[config.mk]
export PLATFORM = sky130hd
export DESIGN_NAME = imem_fetch_ctrl
export DESIGN_NICKNAME = d
export VERILOG_FILES = /design/src/rtl/imem_fetch_ctrl.sv
export SDC_FILE = /design/constraint.sdc
export NUM_CORES = 1
export LEC_CHECK = 0
export CORE_MARGIN = 3
export CORE_UTILIZATION = 40
export CTS_CLUSTER_DIAMETER = 40
export DETAILED_ROUTE_END_ITERATION = 6
export GPL_TIMING_DRIVEN = 0
export PLACE_DENSITY = 0.89
export SETUP_SLACK_MARGIN = 0.5
export SYNTH_ARGS = -nofsm -noshare
export SYNTH_HDL_FRONTEND = slang
export SYNTH_SLANG_ARGS = --single-unit
[constraint.sdc]
create_clock -name clk -period 2.5 [get_ports clk]
set_clock_uncertainty 0.05 [all_clocks]
set_input_delay 0.25 -clock clk [delete_from_list [all_inputs] [get_ports clk]]
set_output_delay 0.25 -clock clk [all_outputs]
set_load 0.02 [all_outputs]
[src/rtl/imem_fetch_ctrl.sv]
// imem_fetch_ctrl: shares the instruction memory port between the program loader and PC-driven fetch
module imem_fetch_ctrl #(
    parameter int DEPTH_LOG2 = 6
) (
    input  logic                  clk,
    input  logic                  rst_n,
    input  logic                  ld_start,
    input  logic                  ld_valid,
    output logic                  ld_ready,
    input  logic [31:0]           ld_data,
    input  logic                  ld_last,
    input  logic                  run_start,
    input  logic                  br_valid,
    input  logic [DEPTH_LOG2+1:0] br_target,
    output logic                  if_valid,
    input  logic                  if_ready,
    output logic [DEPTH_LOG2+1:0] if_pc,
    output logic [31:0]           if_instr,
    output logic [DEPTH_LOG2+1:0] mem_addr,
    output logic                  mem_we,
    output logic [31:0]           mem_wdata,
    input  logic [31:0]           mem_rdata,
    output logic                  loading,
    output logic [DEPTH_LOG2:0]   words_loaded
);
    localparam int AW = DEPTH_LOG2 + 2;

    typedef enum logic [1:0] {IDLE, LOAD, RUN} state_t;

    state_t                state;
    logic [AW-1:0]         pc;
    logic [DEPTH_LOG2-1:0] cnt;
    logic                  accept;
    logic                  fire;
    logic                  load_done;

    assign ld_ready  = state == LOAD;
    assign loading   = state == LOAD;
    assign accept    = ld_ready & ld_valid;
    assign load_done = accept & (ld_last | (&cnt));
    assign fire      = !if_valid | if_ready;
    assign mem_we    = accept;
    assign mem_wdata = ld_data;
    assign mem_addr  = state == LOAD ? {cnt, 2'b00} : state == RUN ? pc : '0;

    // Sequencer: loader restart beats redirect, redirect beats fetch; fetch stage stalls on backpressure
    always_ff @(posedge clk or negedge rst_n) begin
        if (!rst_n) begin
            state        <= IDLE;
            pc           <= '0;
            cnt          <= '0;
            if_valid     <= 1'b0;
            if_pc        <= '0;
            if_instr     <= '0;
            words_loaded <= '0;
        end else if (ld_start) begin
            state        <= LOAD;
            cnt          <= '0;
            words_loaded <= '0;
            if_valid     <= 1'b0;
        end else begin
            case (state)
                IDLE: begin
                    if (run_start) begin
                        state <= RUN;
                        pc    <= '0;
                    end
                end
                LOAD: begin
                    if (accept) begin
                        cnt          <= cnt + 1'b1;
                        words_loaded <= words_loaded + 1'b1;
                        if (load_done) begin
                            state <= RUN;
                            pc    <= '0;
                            cnt   <= '0;
                        end
                    end
                end
                RUN: begin
                    if (br_valid) begin
                        pc       <= br_target & ~AW'(3);
                        if_valid <= 1'b0;
                    end else if (fire) begin
                        if_instr <= mem_rdata;
                        if_pc    <= pc;
                        if_valid <= 1'b1;
                        pc       <= pc + AW'(4);
                    end
                end
                default: state <= IDLE;
            endcase
        end
    end
endmodule

==> PnR_summary.wiki <==
{| class="wikitable"
! Metric !! Value
|-
| Worst Tran Pin Value || 0.717 ns
|-
| Pin count of the biggest net entering global routing || 32
|-
| Number of setup violations in the final report || 0
|-
| Number of buffers created by CTS || 9
|-
| Data arrival, critical path || approximately 1.7 ns
|-
| Ranking of synthesized cells by area || sky130_fd_sc_hd__dfrtp_1, sky130_fd_sc_hd__mux2_2, sky130_fd_sc_hd__buf_4
|-
| Leading area contributor after synthesis || sky130_fd_sc_hd__dfrtp_1
|-
| Port Buffers || 132
|-
| Number of rows in the core area || 30
|-
| Total clock sinks || 60
|-
| Wire length of the first global-routing pass || about 13000 um
|-
| Type of element capturing the critical path || output pin
|-
| Data required, critical path || 2.20 ns
|-
| Achievable clock frequency || 0.511 GHz
|-
| Total routing resource utilization after global routing || 0.185
|-
| Length of the first detailed-routing pass in iterations || 4
|-
| Post-CTS Setup Inserts || 0
|-
| CTS Root Buffer Type || sky130_fd_sc_hd__clkbuf_8
|-
| Floorplan die area || 8550 sq um
|-
| Post-synth cell types || between 40 and 50
|-
| Setup repair after global routing missed its margin || true
|-
| Critical Setup Path Class || reg2out
|-
| Routed wire per std cell || 14.9 um
|-
| Routed Wire Length || 7760 um
|-
| Nets || 502
|-
| Shortest period the worst path allows || 1.96 ns
|-
| Seq/Total Area, Yosys || 0.502
|-
| Number of warnings issued by yosys || 0
|-
| Final period utilization || 0.783
|-
| Die height || 92.5 um
|-
| Effective utilization at floorplan || 0.426
|-
| Peak fanout along the critical path || 10
|-
| Longest Clk Path Bufs || 2
|-
| Max-slew headroom at the worst pin || 0.522
|-
| Area Overhead vs Synth || 55.9%
|-
| Final HPWL from detailed placement || 6030 um
|-
| Power per Cell Area || 658 nW/um^2
|-
| Post-Syn Instances || approximately 270
|-
| Static leakage || 2.02 nW
|-
| Number of flops mapped to enable cells by yosys || 0
|-
| Placeable core region || 7020 sq um
|-
| Via count || 2545
|-
| Inserted Diodes || 0
|-
| CTS tree || yes
|-
| Final estimated routing congestion in global placement || 0.831
|-
| Io pins || around 170
|-
| Clock latency at the later pin of the worst-skew pair || 0.33 ns
|-
| Number of global-route vias before repair || 2616
|-
| Post-DRT Antenna Nets || 0
|-
| Placed cell area || 4460 sq um
|-
| Number of hold violations in the final report || 0
|-
| Grt ovf || 0
|-
| CTS H-tree depth || 3
|-
| Type of origin of the critical path || flop
|-
| Share of final-layout standard cells stronger than drive strength 1 || 0.248
|-
| Remaining routing DRC violations || 0
|-
| Vias/cell || slightly below 5
|-
| Max VDD drop || around 0.35 mV
|-
| Fraction of registers with async set/reset || 1.00
|-
| Status || completed
|-
| Die extent in x || about 90 um
|-
| Clock edge transition at the registers on the reported setup and hold paths || 0.07 ns
|-
| Number of antenna violations at the first check in global routing || 0
|-
| Total negative slack || 0 ns
|-
| Cell area after synthesis || between 2000 and 3000 sq um
|-
| Fraction of synthesized cell area taken by the top area cell type || 0.502
|-
| Post-Layout Inst Area || between 4000 and 5000 sq um
|-
| Most frequent cells in the layout || sky130_fd_sc_hd__clkdlybuf4s50_1, sky130_fd_sc_hd__dfrtp_1, sky130_fd_sc_hd__buf_4
|-
| Worst reg2reg setup slack || 0.66 ns
|-
| Max-slew violation count || 0
|-
| Synthesized area divided by synthesized cell count || 11.0 sq um
|-
| Most common cell after layout, fill and taps aside || sky130_fd_sc_hd__clkdlybuf4s50_1
|-
| Hold WC Path Type || reg2reg
|-
| Post-synth top flop || sky130_fd_sc_hd__dfrtp_1
|-
| Maximum Capacitance Violations || 0
|-
| Violation count after the first detailed-route iteration || 60
|-
| Post-synthesis sequential element count || 60
|}
-- metal layers --
layer,global-route usage,share of wire,up-vias
met1,0.220,0.40,1210
met3,0.0512,0.091,8
met2,0.317,0.51,126
li1,-,-,1201
met5,0,0,-
met4,0.0693,0.0071,0
-- critical path, cell delays in order (launching register included) --
cell and delay (ns):
sky130_fd_sc_hd__dfrtp_1 0.43, sky130_fd_sc_hd__nand2b_2 0.25, sky130_fd_sc_hd__buf_2 0.19, sky130_fd_sc_hd__o21ai_0 0.23, sky130_fd_sc_hd__clkbuf_2 0.22
-- logic make-up (layout without fill, tap and decap cells) --
family / count (synthesis) / after routing / synth area share
adder cells (fa/ha/maj): 3 / 3 / 0.0126
multiplexers: 39 / 39 / 0.146
XOR/XNOR: 4 / 4 / 0.0117
AO/OA/AOI/OAI: 38 / 38 / 0.0774
other: 1 / 4 / 0.00125
buffers and inverters: 54 / 204 / 0.124
flip-flops: 60 / 60 / 0.502
AND/OR/NAND/NOR: 72 / 72 / 0.124
-- worst paths after layout --
check	start	endpoint	cells after the start
setup / recovery	state[0]	mem_addr[6]	4
setup reg to reg	state[0]	if_instr[24]	4
max in group asynchronous	rst_n	if_instr[10]	3
min in group asynchronous	rst_n	pc[7]	2
hold reg to reg	if_instr[23]	if_instr[23]	1
hold / removal	if_instr[23]	if_instr[23]	1
-- power breakdown --
group,leakage [nW],internal [W],switching [W]
logic,1.12,0.000503,0.000424
clock network,0.112,0.000568,0.000374
registers,0.791,0.00112,0.0000828
-- synth_stat cells, types with 2 or more instances --
master / count
sky130_fd_sc_hd__o22a_1: 2
sky130_fd_sc_hd__ha_1: 3
sky130_fd_sc_hd__nor2b_1: 5
sky130_fd_sc_hd__buf_6: 4
sky130_fd_sc_hd__mux2_1: 3
sky130_fd_sc_hd__mux2_2: 35
sky130_fd_sc_hd__nor3_1: 6
sky130_fd_sc_hd__o22ai_1: 2
sky130_fd_sc_hd__xnor2_1: 3
sky130_fd_sc_hd__a21oi_1: 11
sky130_fd_sc_hd__o21ai_0: 11
sky130_fd_sc_hd__nand3_1: 6
sky130_fd_sc_hd__dfrtp_1: 60
sky130_fd_sc_hd__or4_1: 3
sky130_fd_sc_hd__clkbuf_1: 5
sky130_fd_sc_hd__a31oi_1: 3
sky130_fd_sc_hd__nand2_1: 25
sky130_fd_sc_hd__nand3b_1: 2
sky130_fd_sc_hd__or3_1: 3
sky130_fd_sc_hd__a32oi_1: 2
sky130_fd_sc_hd__nor2_1: 13
sky130_fd_sc_hd__o31ai_1: 2
sky130_fd_sc_hd__buf_4: 37
sky130_fd_sc_hd__inv_1: 6
-- final cells by class --
class,instances,area [sq um]
inverters,7,26.3
repair buffers,134,1310
clock inverters,3,42.5
flip-flops and latches,60,1500
clock buffers,13,179
multi-input cells,160,1130
well taps,96,120
plain buffers,47,348
fillers,546,2360
-- per-stage QoR --
stage / hold slack [ns] / setup WS (ns) / utilization / instances / total power, W
after floorplan: -0.0956 / 0.838 / - / 274 / 0.00166
after CTS: 0.444 / 0.388 / 0.666 / 520 / 0.00310
after detailed placement: 0.289 / 0.351 / 0.635 / 503 / 0.00216
final: 0.444 / 0.544 / 0.664 / 520 / 0.00307
after global routing: 0.460 / 0.467 / 0.664 / 520 / 0.00321
after global placement: 0.420 / -0.759 / 0.633 / 502 / 0.00212
-- state kept, by name (all words and copies together) (netlist names) --
register,count
cnt,6
if_instr,32
if_pc,6
if_valid,1
pc,6
state,2
words_loaded,7
-- what timing repair did --
item / CTS / global route
setup endpoints to repair: 9 / 5
hold endpoints to repair: 29 / 0
pin swaps: 0 / 0
hold buffers: 1 / 0
gates resized for setup: 33 / 5
(Power assumes the default switching activity.)
